===== src/rtl/mem_pkg.sv =====
// Shared encodings for the RAM port: data lengths, RW direction and arbiter states.
package mem_pkg;

    localparam int unsigned ADDR_W_DEF = 9;
    localparam int unsigned DATA_W_DEF = 32;

    localparam logic [1:0] DL_BYTE = 2'b00;
    localparam logic [1:0] DL_HALF = 2'b01;
    localparam logic [1:0] DL_WORD = 2'b10;

    localparam logic RW_READ  = 1'b1;
    localparam logic RW_WRITE = 1'b0;

    typedef enum logic [1:0] {
        ST_IDLE    = 2'd0,
        ST_ACCESS  = 2'd1,
        ST_RELEASE = 2'd2
    } arb_state_e;

endpackage


===== src/rtl/mem_port_arbiter_if.sv =====
// Two requesters on one side, the single RAM handshake port on the other.
interface mem_port_arbiter_if
    import mem_pkg::*;
#(
    parameter int unsigned ADDR_W = ADDR_W_DEF,
    parameter int unsigned DATA_W = DATA_W_DEF
);
    logic [1:0]        req;
    logic [1:0]        rw;
    logic [1:0]        dl0;
    logic [1:0]        dl1;
    logic [ADDR_W-1:0] addr0;
    logic [ADDR_W-1:0] addr1;
    logic [DATA_W-1:0] wdata0;
    logic [DATA_W-1:0] wdata1;
    logic [1:0]        done;
    logic              err;
    logic [DATA_W-1:0] rdata;
    logic              busy;
    logic              mov;
    logic              mem_rw;
    logic [1:0]        mem_dl;
    logic [ADDR_W-1:0] mem_addr;
    logic [DATA_W-1:0] mem_wdata;
    logic [DATA_W-1:0] mem_rdata;
    logic              moc;

    modport master (
        input  req, rw, dl0, dl1, addr0, addr1, wdata0, wdata1, moc, mem_rdata,
        output done, err, rdata, busy, mov, mem_rw, mem_dl, mem_addr, mem_wdata
    );

    modport slave (
        output req, rw, dl0, dl1, addr0, addr1, wdata0, wdata1, moc, mem_rdata,
        input  done, err, rdata, busy, mov, mem_rw, mem_dl, mem_addr, mem_wdata
    );

endinterface


===== src/rtl/moc_sync.sv =====
// Two-flop synchroniser for the asynchronous RAM MOC acknowledge.
module moc_sync (
    input  logic clk,
    input  logic rst_n,
    input  logic d,
    output logic q
);

    logic meta_q;

    // Two-stage capture of the async input
    always_ff @(posedge clk or negedge rst_n) begin
        if (!rst_n) begin
            meta_q <= 1'b0;
            q      <= 1'b0;
        end else begin
            meta_q <= d;
            q      <= meta_q;
        end
    end

endmodule


===== src/rtl/mem_port_arbiter.sv =====
// Arbitrates two requesters onto the RAM MOV/MOC port with a no-answer watchdog.
module mem_port_arbiter
    import mem_pkg::*;
#(
    parameter int unsigned ADDR_W  = ADDR_W_DEF,
    parameter int unsigned DATA_W  = DATA_W_DEF,
    parameter int unsigned TIMEOUT = 15,
    parameter bit          RR_EN   = 1'b1
) (
    input  logic               main_clk,
    input  logic               reset,
    mem_port_arbiter_if.master bus
);

    localparam int unsigned     WD_W    = $clog2(TIMEOUT + 1);
    localparam logic [WD_W-1:0] WD_LAST = WD_W'(TIMEOUT - 1);

    arb_state_e        state_q, state_n;
    logic              owner_q, owner_n;
    logic              last_grant_q, last_grant_n;
    logic [WD_W-1:0]   wdog_q, wdog_n;
    logic              mov_q, mov_n;
    logic [1:0]        done_q, done_n;
    logic              err_q, err_n;
    logic [DATA_W-1:0] rdata_q, rdata_n;
    logic              busy_q, busy_n;
    logic              mem_rw_q, mem_rw_n;
    logic [1:0]        mem_dl_q, mem_dl_n;
    logic [ADDR_W-1:0] mem_addr_q, mem_addr_n;
    logic [DATA_W-1:0] mem_wdata_q, mem_wdata_n;
    logic              moc_s;
    logic              winner_c;

    moc_sync u_moc_sync (
        .clk   (main_clk),
        .rst_n (reset),
        .d     (bus.moc),
        .q     (moc_s)
    );

    // Winner: on contention the requester not served last (or requester 0 in fixed mode)
    always_comb begin
        winner_c = bus.req[1];
        if (bus.req == 2'b11) begin
            winner_c = RR_EN ? ~last_grant_q : 1'b0;
        end
    end

    // Next state and registered-output values
    always_comb begin
        state_n      = state_q;
        owner_n      = owner_q;
        last_grant_n = last_grant_q;
        wdog_n       = wdog_q;
        mov_n        = mov_q;
        done_n       = 2'b00;
        err_n        = 1'b0;
        rdata_n      = rdata_q;
        mem_rw_n     = mem_rw_q;
        mem_dl_n     = mem_dl_q;
        mem_addr_n   = mem_addr_q;
        mem_wdata_n  = mem_wdata_q;

        unique case (state_q)
            ST_IDLE: begin
                if (|bus.req) begin
                    owner_n     = winner_c;
                    mem_rw_n    = winner_c ? bus.rw[1] : bus.rw[0];
                    mem_dl_n    = winner_c ? bus.dl1 : bus.dl0;
                    mem_addr_n  = winner_c ? bus.addr1 : bus.addr0;
                    mem_wdata_n = winner_c ? bus.wdata1 : bus.wdata0;
                    mov_n       = 1'b1;
                    wdog_n      = '0;
                    state_n     = ST_ACCESS;
                end
            end
            ST_ACCESS: begin
                if (moc_s) begin
                    if (mem_rw_q == RW_READ) begin
                        rdata_n = bus.mem_rdata;
                    end
                    done_n[owner_q] = 1'b1;
                    last_grant_n    = owner_q;
                    mov_n           = 1'b0;
                    state_n         = ST_RELEASE;
                end else if (wdog_q == WD_LAST) begin
                    done_n[owner_q] = 1'b1;
                    err_n           = 1'b1;
                    rdata_n         = '0;
                    mov_n           = 1'b0;
                    state_n         = ST_RELEASE;
                end else begin
                    wdog_n = wdog_q + WD_W'(1);
                end
            end
            ST_RELEASE: begin
                if (!moc_s) begin
                    state_n = ST_IDLE;
                end
            end
            default: begin
                mov_n   = 1'b0;
                state_n = ST_IDLE;
            end
        endcase

        busy_n = (state_n != ST_IDLE);
    end

    // State and output registers; reset abandons any handshake in flight
    always_ff @(posedge main_clk or negedge reset) begin
        if (!reset) begin
            state_q      <= ST_IDLE;
            owner_q      <= 1'b0;
            last_grant_q <= 1'b1;
            wdog_q       <= '0;
            mov_q        <= 1'b0;
            done_q       <= 2'b00;
            err_q        <= 1'b0;
            rdata_q      <= '0;
            busy_q       <= 1'b0;
            mem_rw_q     <= RW_WRITE;
            mem_dl_q     <= DL_BYTE;
            mem_addr_q   <= '0;
            mem_wdata_q  <= '0;
        end else begin
            state_q      <= state_n;
            owner_q      <= owner_n;
            last_grant_q <= last_grant_n;
            wdog_q       <= wdog_n;
            mov_q        <= mov_n;
            done_q       <= done_n;
            err_q        <= err_n;
            rdata_q      <= rdata_n;
            busy_q       <= busy_n;
            mem_rw_q     <= mem_rw_n;
            mem_dl_q     <= mem_dl_n;
            mem_addr_q   <= mem_addr_n;
            mem_wdata_q  <= mem_wdata_n;
        end
    end

    assign bus.mov       = mov_q;
    assign bus.done      = done_q;
    assign bus.err       = err_q;
    assign bus.rdata     = rdata_q;
    assign bus.busy      = busy_q;
    assign bus.mem_rw    = mem_rw_q;
    assign bus.mem_dl    = mem_dl_q;
    assign bus.mem_addr  = mem_addr_q;
    assign bus.mem_wdata = mem_wdata_q;

endmodule


===== src/flat_wrapper.sv =====
// flat-port wrapper written by rule: the top's interface ports become plain ports
module mem_port_arbiter_flat import mem_pkg::*;
#(
    parameter int unsigned ADDR_W  = ADDR_W_DEF,
    parameter int unsigned DATA_W  = DATA_W_DEF,
    parameter int unsigned TIMEOUT = 15,
    parameter bit          RR_EN   = 1'b1
)
  (main_clk, reset, bus_req, bus_rw, bus_dl0, bus_dl1, bus_addr0, bus_addr1, bus_wdata0, bus_wdata1, bus_moc, bus_mem_rdata, bus_done, bus_err, bus_rdata, bus_busy, bus_mov, bus_mem_rw, bus_mem_dl, bus_mem_addr, bus_mem_wdata);
  mem_port_arbiter_if #(.ADDR_W(ADDR_W), .DATA_W(DATA_W)) bus_i ();
  input  logic main_clk;
  input  logic reset;
  input wire logic [$bits(bus_i.req)-1:0] bus_req;
  input wire logic [$bits(bus_i.rw)-1:0] bus_rw;
  input wire logic [$bits(bus_i.dl0)-1:0] bus_dl0;
  input wire logic [$bits(bus_i.dl1)-1:0] bus_dl1;
  input wire logic [$bits(bus_i.addr0)-1:0] bus_addr0;
  input wire logic [$bits(bus_i.addr1)-1:0] bus_addr1;
  input wire logic [$bits(bus_i.wdata0)-1:0] bus_wdata0;
  input wire logic [$bits(bus_i.wdata1)-1:0] bus_wdata1;
  input wire logic [$bits(bus_i.moc)-1:0] bus_moc;
  input wire logic [$bits(bus_i.mem_rdata)-1:0] bus_mem_rdata;
  output wire logic [$bits(bus_i.done)-1:0] bus_done;
  output wire logic [$bits(bus_i.err)-1:0] bus_err;
  output wire logic [$bits(bus_i.rdata)-1:0] bus_rdata;
  output wire logic [$bits(bus_i.busy)-1:0] bus_busy;
  output wire logic [$bits(bus_i.mov)-1:0] bus_mov;
  output wire logic [$bits(bus_i.mem_rw)-1:0] bus_mem_rw;
  output wire logic [$bits(bus_i.mem_dl)-1:0] bus_mem_dl;
  output wire logic [$bits(bus_i.mem_addr)-1:0] bus_mem_addr;
  output wire logic [$bits(bus_i.mem_wdata)-1:0] bus_mem_wdata;
  assign bus_i.req = bus_req;
  assign bus_i.rw = bus_rw;
  assign bus_i.dl0 = bus_dl0;
  assign bus_i.dl1 = bus_dl1;
  assign bus_i.addr0 = bus_addr0;
  assign bus_i.addr1 = bus_addr1;
  assign bus_i.wdata0 = bus_wdata0;
  assign bus_i.wdata1 = bus_wdata1;
  assign bus_i.moc = bus_moc;
  assign bus_i.mem_rdata = bus_mem_rdata;
  assign bus_done = bus_i.done;
  assign bus_err = bus_i.err;
  assign bus_rdata = bus_i.rdata;
  assign bus_busy = bus_i.busy;
  assign bus_mov = bus_i.mov;
  assign bus_mem_rw = bus_i.mem_rw;
  assign bus_mem_dl = bus_i.mem_dl;
  assign bus_mem_addr = bus_i.mem_addr;
  assign bus_mem_wdata = bus_i.mem_wdata;
  mem_port_arbiter #(.ADDR_W(ADDR_W), .DATA_W(DATA_W), .TIMEOUT(TIMEOUT), .RR_EN(RR_EN)) u_core (.main_clk(main_clk), .reset(reset), .bus(bus_i));
endmodule

===== config.mk =====
export PLATFORM = sky130hd
export DESIGN_NAME = mem_port_arbiter_flat
export DESIGN_NICKNAME = d
export VERILOG_FILES = /design/src/rtl/mem_pkg.sv /design/src/rtl/mem_port_arbiter_if.sv /design/src/rtl/moc_sync.sv /design/src/rtl/mem_port_arbiter.sv /design/src/flat_wrapper.sv
export SDC_FILE = /design/constraint.sdc
export NUM_CORES = 1
export LEC_CHECK = 0
export BUFFER_PORTS_ARGS = -buffer_cell sky130_fd_sc_hd__buf_4
export CELL_PAD_IN_SITES_DETAIL_PLACEMENT = 1
export CELL_PAD_IN_SITES_GLOBAL_PLACEMENT = 1
export CORE_MARGIN = 1.5
export CORE_UTILIZATION = 36
export CTS_CLUSTER_SIZE = 24
export DETAILED_ROUTE_END_ITERATION = 8
export HOLD_SLACK_MARGIN = 0.03
export PLACE_DENSITY_LB_ADDON = 0.2
export SLEW_MARGIN = 20
export SYNTH_ARGS = -nofsm -noshare
export SYNTH_HDL_FRONTEND = slang
export SYNTH_SLANG_ARGS = --single-unit

===== constraint.sdc =====
create_clock -name main_clk -period 2.1 [get_ports main_clk]
set_input_delay 0.315 -clock main_clk [delete_from_list [all_inputs] [get_ports main_clk]]
set_output_delay 0.315 -clock main_clk [all_outputs]
set_load 0.05 [all_outputs]

==> impl_metrics.csv, run 1 <==
group,metric,value,unit
clock_tree,htreeDepth,3,
route,via_count,3346,
timing,layout_min_cycle_time,1.80,ns
worst_setup_path,crit_required,2.32,ns
timing,worst_slew_margin_rel,51.9,%
clock_tree,cts_resized,0,
floorplanning,die_h,112,µm
layout,fin_util,55.1,%
timing,rsz0062_at_grt,"no",
route,wire_per_inst,18.1,µm
pwr,intPower,6390,µW
synth,syn_avg_cell_area,14.0,µm²
global_routing,antenna_found_initial,0,
synth,ys.warnings.count,0,
timing,setup_viol,0,
floorplanning,dieArea,12600,µm²
clock_tree,cts_tree,"yes",
pwr,clkPwrFrac,14.5,%
route,first_pass_iters,7,
worst_setup_path,arrival,2.02,ns
clock_tree,cts_num_sinks,91,
clock_tree,clk-insertion-delay-late,0.34,ns
global_routing,grt_max_degree,68,
global_routing,track_usage,19.0,%
placement,hpwl,8740,µm
outcome,violations,"design-rule violations",
timing,slew_violations,0,
synth,syn_inst,306,
floorplanning,ios,206,
layout,area_growth,47.6,%
synth,ys_types,32,
route,via_per_inst,5.10,
timing,hold_viol_final,0,
placement,gp_congestion,0.740,
global_routing,grt_pass1_wl,18700,µm
route,drtIter0Drc,181,
pwr,peakVddDrop,0.00115,V
synth,yosysSeqAreaShare,53.0,%
route,drt-total-wl,11900,µm
timing,skew,0.0135,ns
placement,io_buffers,205,
hold_path,hp-class,"input port to flip-flop",
timing,tns,0,ns
worst_setup_path,crit_path_max_fanout,23,
floorplanning,core-area,11500,µm²
pwr,leakagePower,0.00304,µW
route,drc_errors,19,
outcome,outcome,"finished, violations left",
timing,fmax,0.555,GHz
job,drv_cap,0,
pwr,power_frac_seq,26.9,%
layout,nets,635,
synth,netlist_area,4300,µm²
layout,final.fill_count,1209,
synth,ys_ff_latch,91,
pwr,switching_power,5620,µW
pwr,swShare,46.8,%
clock_tree,cts_max_path_buffers,2,
floorplanning,core.rowCount,39,
floorplanning,initial_utilization,37.3,%
pwr,p_per_area,1890,nW/µm²
layout,diodes,0,
route,ant_nets,0,
layout,drive_above_1_share,62.6,%
floorplanning,dieWidth,112,µm
pwr,p_comb_share,58.6,%
global_routing,overflow,0,
worst_setup_path,path_class,"flip-flop to flip-flop",
layout,multiInputGateArea,1860,µm²
worst_setup_path,end_kind,"flip-flop",
worst_setup_path,setup.worst_path.start_class,"flip-flop",
clock_tree,root_buffer,"clkbuf_16",
synth,syn_nets,433,
timing,finalCritPeriodShare,85.8,%
clock_tree,numCtsBuffers,9,
layout,final-seq-area,2280,µm²
timing,tightestPinTransition,0.721,ns
global_routing,grt_pass1_vias,3532,
clock_tree,postCtsSetupRepairBufs,0,
clock_tree,path_clk_slew,0.06,ns
timing,worst_hold_slack,0.0889,ns
[state kept, by name, indices dropped and copies added, names as in the netlist]
register                  count
u_core.owner_q                1
u_core.bus.mem_wdata         32
u_core.last_grant_q           1
u_core.u_moc_sync.meta_q      1
u_core.bus.mov                1
u_core.bus.rdata             32
u_core.bus.done               2
u_core.u_moc_sync.q           1
u_core.state_q                2
u_core.bus.busy               1
u_core.wdog_q                 4
u_core.bus.mem_dl             2
u_core.bus.err                1
u_core.bus.mem_rw             1
u_core.bus.mem_addr           9
[cell type report]
class                           count  area share, %
Timing Repair Buffer              215           26.6
Multi-Input combinational cell    188           29.3
Inverter                            3          0.178
Tap cell                          143           2.82
Sequential cell                    91           35.9
Clock inverter                      7           1.60
Clock buffer                        9           3.55
[timing repair]
action	in CTS	in global routing
endpoints found under the hold margin	24	0
setup endpoints to repair	0	0
hold buffers	1	0
[critical path: stages, from the launching register on]
cell     delay, ns
dfrtp_1       0.43
or2_1         0.37
nor2_8        0.31
buf_12        0.22
mux2_2        0.35
[logic make-up (layout without fill, tap and decap cells)]
logic type	Yosys count	after routing	share of synthesized area, %
muxes	94	94	25.2
DFF	91	91	53.0
AOI/OAI and AO/OA	73	73	14.5
buffers and inverters	27	234	3.90
and+or+nand+nor	19	19	2.74
adders and majority gates	2	2	0.582
[cell usage after synthesis]
cell | n | share of area, %
a21boi_0 | 1 | 0.17
a22o_1 | 64 | 13
and3_1 | 2 | 0.29
and3b_1 | 1 | 0.20
buf_1 | 1 | 0.087
buf_2 | 5 | 0.58
buf_6 | 8 | 2.1
clkbuf_1 | 10 | 0.87
dfrtp_1 | 90 | 52
dfstp_2 | 1 | 0.61
ha_1 | 2 | 0.58
inv_1 | 3 | 0.26
mux2_1 | 1 | 0.26
mux2_2 | 78 | 20
mux2_4 | 9 | 3.1
mux2i_1 | 6 | 1.4
nand2_1 | 3 | 0.26
nand2b_1 | 1 | 0.15
nand3_1 | 3 | 0.35
nand3b_1 | 1 | 0.17
nor2_1 | 3 | 0.26
nor2_8 | 1 | 0.47
nor2b_1 | 1 | 0.15
nor3_1 | 1 | 0.12
nor3b_1 | 1 | 0.17
o211ai_1 | 1 | 0.17
o21a_1 | 1 | 0.17
o21ai_0 | 3 | 0.35
o21ai_2 | 1 | 0.20
o2bb2ai_1 | 1 | 0.20
o31ai_1 | 1 | 0.17
or2_1 | 1 | 0.15
[power by group through the flow]
| stage | Clock [µW] | Combinational [µW] | Sequential (µW) |
|---|---|---|---|
| floorplan | 0 | 2270 | 5900 |
| detailed placement | 0 | 7100 | 3240 |
| global placement | 0 | 6940 | 3210 |
| global route | 1870 | 7350 | 3360 |
| CTS | 1800 | 7100 | 3240 |
| finish | 1750 | 7040 | 3230 |
[placed cells by master, fill, tap and decap left out, types with 2 or more instances in the layout]
cell type	n
dfrtp_1	90
nand3_1	3
bufinv_16	2
inv_1	3
nand2_1	3
mux2i_1	6
mux2_2	78
o21ai_0	3
a22o_1	64
and3_1	2
nor2_1	3
mux2_4	9
ha_1	2
buf_4	208
clkinv_4	2
buf_12	5
clkbuf_16	9
[path summary, 6_finish.rpt]
kind / from / to / slack, ns / cells past startpoint
max: u_core.state_q[0]$_DFF_PN0_ / u_core.bus.mem_wdata[25]$_DFFE_PN0P_ / 0.30 / 4
min: bus_moc / u_core.u_moc_sync.meta_q$_DFF_PN0_ / 0.09 / 1
max reg2reg: u_core.state_q[0]$_DFF_PN0_ / u_core.bus.mem_wdata[25]$_DFFE_PN0P_ / 0.30 / 4
min reg2reg: u_core.u_moc_sync.meta_q$_DFF_PN0_ / u_core.u_moc_sync.q$_DFF_PN0_ / 0.36 / 0
max in group asynchronous: reset / u_core.last_grant_q$_DFFE_PN1P_ / 0.99 / 3
min in group asynchronous: reset / u_core.bus.mem_addr[7]$_DFFE_PN0P_ / 0.43 / 2
[per-layer routing]
| metal | wire length (µm) | vias up | track usage (%) |
|---|---|---|---|
| met2 | 5770 | 139 | 31.9 |
| met3 | 999 | 17 | 4.27 |
| li1 | - | 1560 | - |
| met5 | 0 | - | 0 |
| met4 | 263 | 0 | 8.19 |
| met1 | 4830 | 1630 | 23.6 |
[per-stage QoR]
step	setup slack [ns]	total power [µW]	instance area, µm²	instances
2_1_floorplan	0.526	8160	4300	306
3_3_place_gp	0.223	10100	5990	638
3_5_place_dp	0.279	10300	6010	639
4_1_cts	0.270	12100	6340	656
5_1_grt	0.215	12600	6340	656
6_report	0.298	12000	6340	656
No activity file was read; power rests on OpenSTA's default activity.
==> inputs of run 2 (changes only) <==
- CORE_MARGIN: 1.5 -> unset
- RECOVER_POWER: unset -> 100
==> impl_metrics.csv, run 2 (synthesis results as in run 1) <==
group,metric,value,unit
pwr,leakagePower,0.00269,µW
timing,layout_min_cycle_time,1.86,ns
layout,area_growth,38.5,%
pwr,peakVddDrop,0.000962,V
clock_tree,root_buffer,"clkbuf_16",
timing,worst_slew_margin_rel,19.3,%
route,drt-total-wl,11100,µm
pwr,p_comb_share,56.1,%
global_routing,grt_max_degree,92,
global_routing,grt_pass1_wl,18400,µm
timing,tightestPinTransition,1.21,ns
pwr,switching_power,5490,µW
layout,final_cell_mix,"buf_4 (128), dfrtp_1 (90), clkbuf_1 (82)",
timing,finalCritPeriodShare,88.8,%
worst_setup_path,arrival,2.13,ns
worst_setup_path,crit_path_max_fanout,33,
timing,setup_viol,0,
route,ant_nets,0,
floorplanning,dieArea,12400,µm²
layout,nets,635,
hold_path,hp-class,"input port to flip-flop",
clock_tree,cts_max_path_buffers,2,
layout,final_area,5950,µm²
clock_tree,holdBufCountCts,0,
route,first_pass_iters,6,
floorplanning,core.rowCount,39,
worst_setup_path,setup.worst_path.start_class,"flip-flop",
worst_setup_path,path_class,"flip-flop to flip-flop",
layout,final_common_cell,"buf_4",
route,via_count,3306,
floorplanning,ios,206,
clock_tree,cts_resized,0,
floorplanning,die_h,111,µm
pwr,p_per_area,1840,nW/µm²
timing,tns,0,ns
floorplanning,dieWidth,111,µm
pwr,swShare,50.1,%
pwr,intPower,5480,µW
worst_setup_path,crit_required,2.37,ns
route,drc_errors,40,
hold_path,hold_depth,1,
route,wire_per_inst,16.9,µm
global_routing,antenna_found_initial,0,
clock_tree,clk-insertion-delay-late,0.33,ns
placement,gp_congestion,0.700,
placement,hpwl,8260,µm
pwr,clkPwrFrac,14.8,%
floorplanning,initial_utilization,37.3,%
placement,io_buffers,205,
layout,diodes,0,
clock_tree,postCtsSetupRepairBufs,0,
global_routing,grt_pass1_vias,3610,
timing,rsz0062_at_grt,"no",
floorplanning,core-area,11500,µm²
timing,slew_violations,0,
worst_setup_path,reg2regPathDepth,6,
clock_tree,cts_num_sinks,91,
outcome,outcome,"finished, violations left",
timing,skew,0.00942,ns
route,via_per_inst,5.04,
placement,place_area,5990,µm²
clock_tree,numCtsBuffers,9,
global_routing,overflow,0,
clock_tree,cts_tree,"yes",
pwr,power_frac_seq,29.1,%
layout,drive_above_1_share,45.2,%
layout,final_cells,656,
clock_tree,path_clk_slew,0.06,ns
clock_tree,htreeDepth,3,
job,drv_cap,0,
layout,final.fill_count,1236,
timing,hold_viol_final,0,
global_routing,track_usage,18.7,%
worst_setup_path,end_kind,"flip-flop",
timing,fmax,0.536,GHz
placement,place_inst,640,
outcome,violations,"design-rule violations",
route,drtIter0Drc,125,
==> run 2: per-stage QoR <==
| step | hold slack [ns] | utilization (%) | setup WS [ns] | power, µW |
|---|---|---|---|---|
| after floorplan | 0.0194 | - | 0.526 | 8160 |
| after global placement | 0.336 | 52.1 | 0.253 | 10100 |
| after detailed placement | 0.336 | 52.1 | 0.220 | 10300 |
| after CTS | 0.0379 | 54.7 | 0.210 | 11900 |
| after global routing | 0.0997 | 51.7 | 0.117 | 11600 |
| final | 0.115 | 51.7 | 0.235 | 11000 |
==> run 2: layer usage <==
metal | global-route usage, % | vias up | share of wire, %
li1 | - | 1556 | -
met1 | 23.7 | 1603 | 42
met2 | 31.5 | 136 | 49
met3 | 5.47 | 11 | 8.2
met4 | 4.68 | 0 | 1.3
met5 | 0 | - | 0
==> run 2: path summary, 6_finish.rpt <==
check,start,to,slack [ns]
worst max-delay path,u_core.wdog_q[0]$_DFFE_PN0P_,u_core.bus.rdata[15]$_DFFE_PN0P_,0.24
worst min-delay path,bus_moc,u_core.u_moc_sync.meta_q$_DFF_PN0_,0.11
worst max register to register,u_core.wdog_q[0]$_DFFE_PN0P_,u_core.bus.rdata[15]$_DFFE_PN0P_,0.24
worst min register to register,u_core.u_moc_sync.meta_q$_DFF_PN0_,u_core.u_moc_sync.q$_DFF_PN0_,0.35
max in group asynchronous,reset,u_core.bus.mem_addr[3]$_DFFE_PN0P_,0.97
min in group asynchronous,reset,u_core.bus.rdata[6]$_DFFE_PN0P_,0.36
==> run 2: critical path: stages (launching register included) <==
cell	delay, ns
dfrtp_1	0.41
inv_1	0.06
ha_1	0.20
and3_1	0.19
o21ai_0	0.50
buf_12	0.27
a22o_1	0.17
==> run 2: power groups by stage <==
stage	clock network, µW	registers (µW)	logic (µW)
finish	1620	3190	6160
detailed placement	0	3220	7030
CTS	1680	3220	7030
global placement	0	3200	6900
floorplan	0	5900	2270
global route	1760	3310	6500
==> run 2: area by class of cell <==
type	count	area [µm²]	share of cell area [%]
Clock buffer	11	243	4.08
Clock inverter	5	62.6	1.05
Inverter	3	11.3	0.189
Multi-Input combinational cell	188	1830	30.7
Sequential cell	91	2280	38.3
Tap cell	143	179	3.01
Timing Repair Buffer	215	1350	22.6
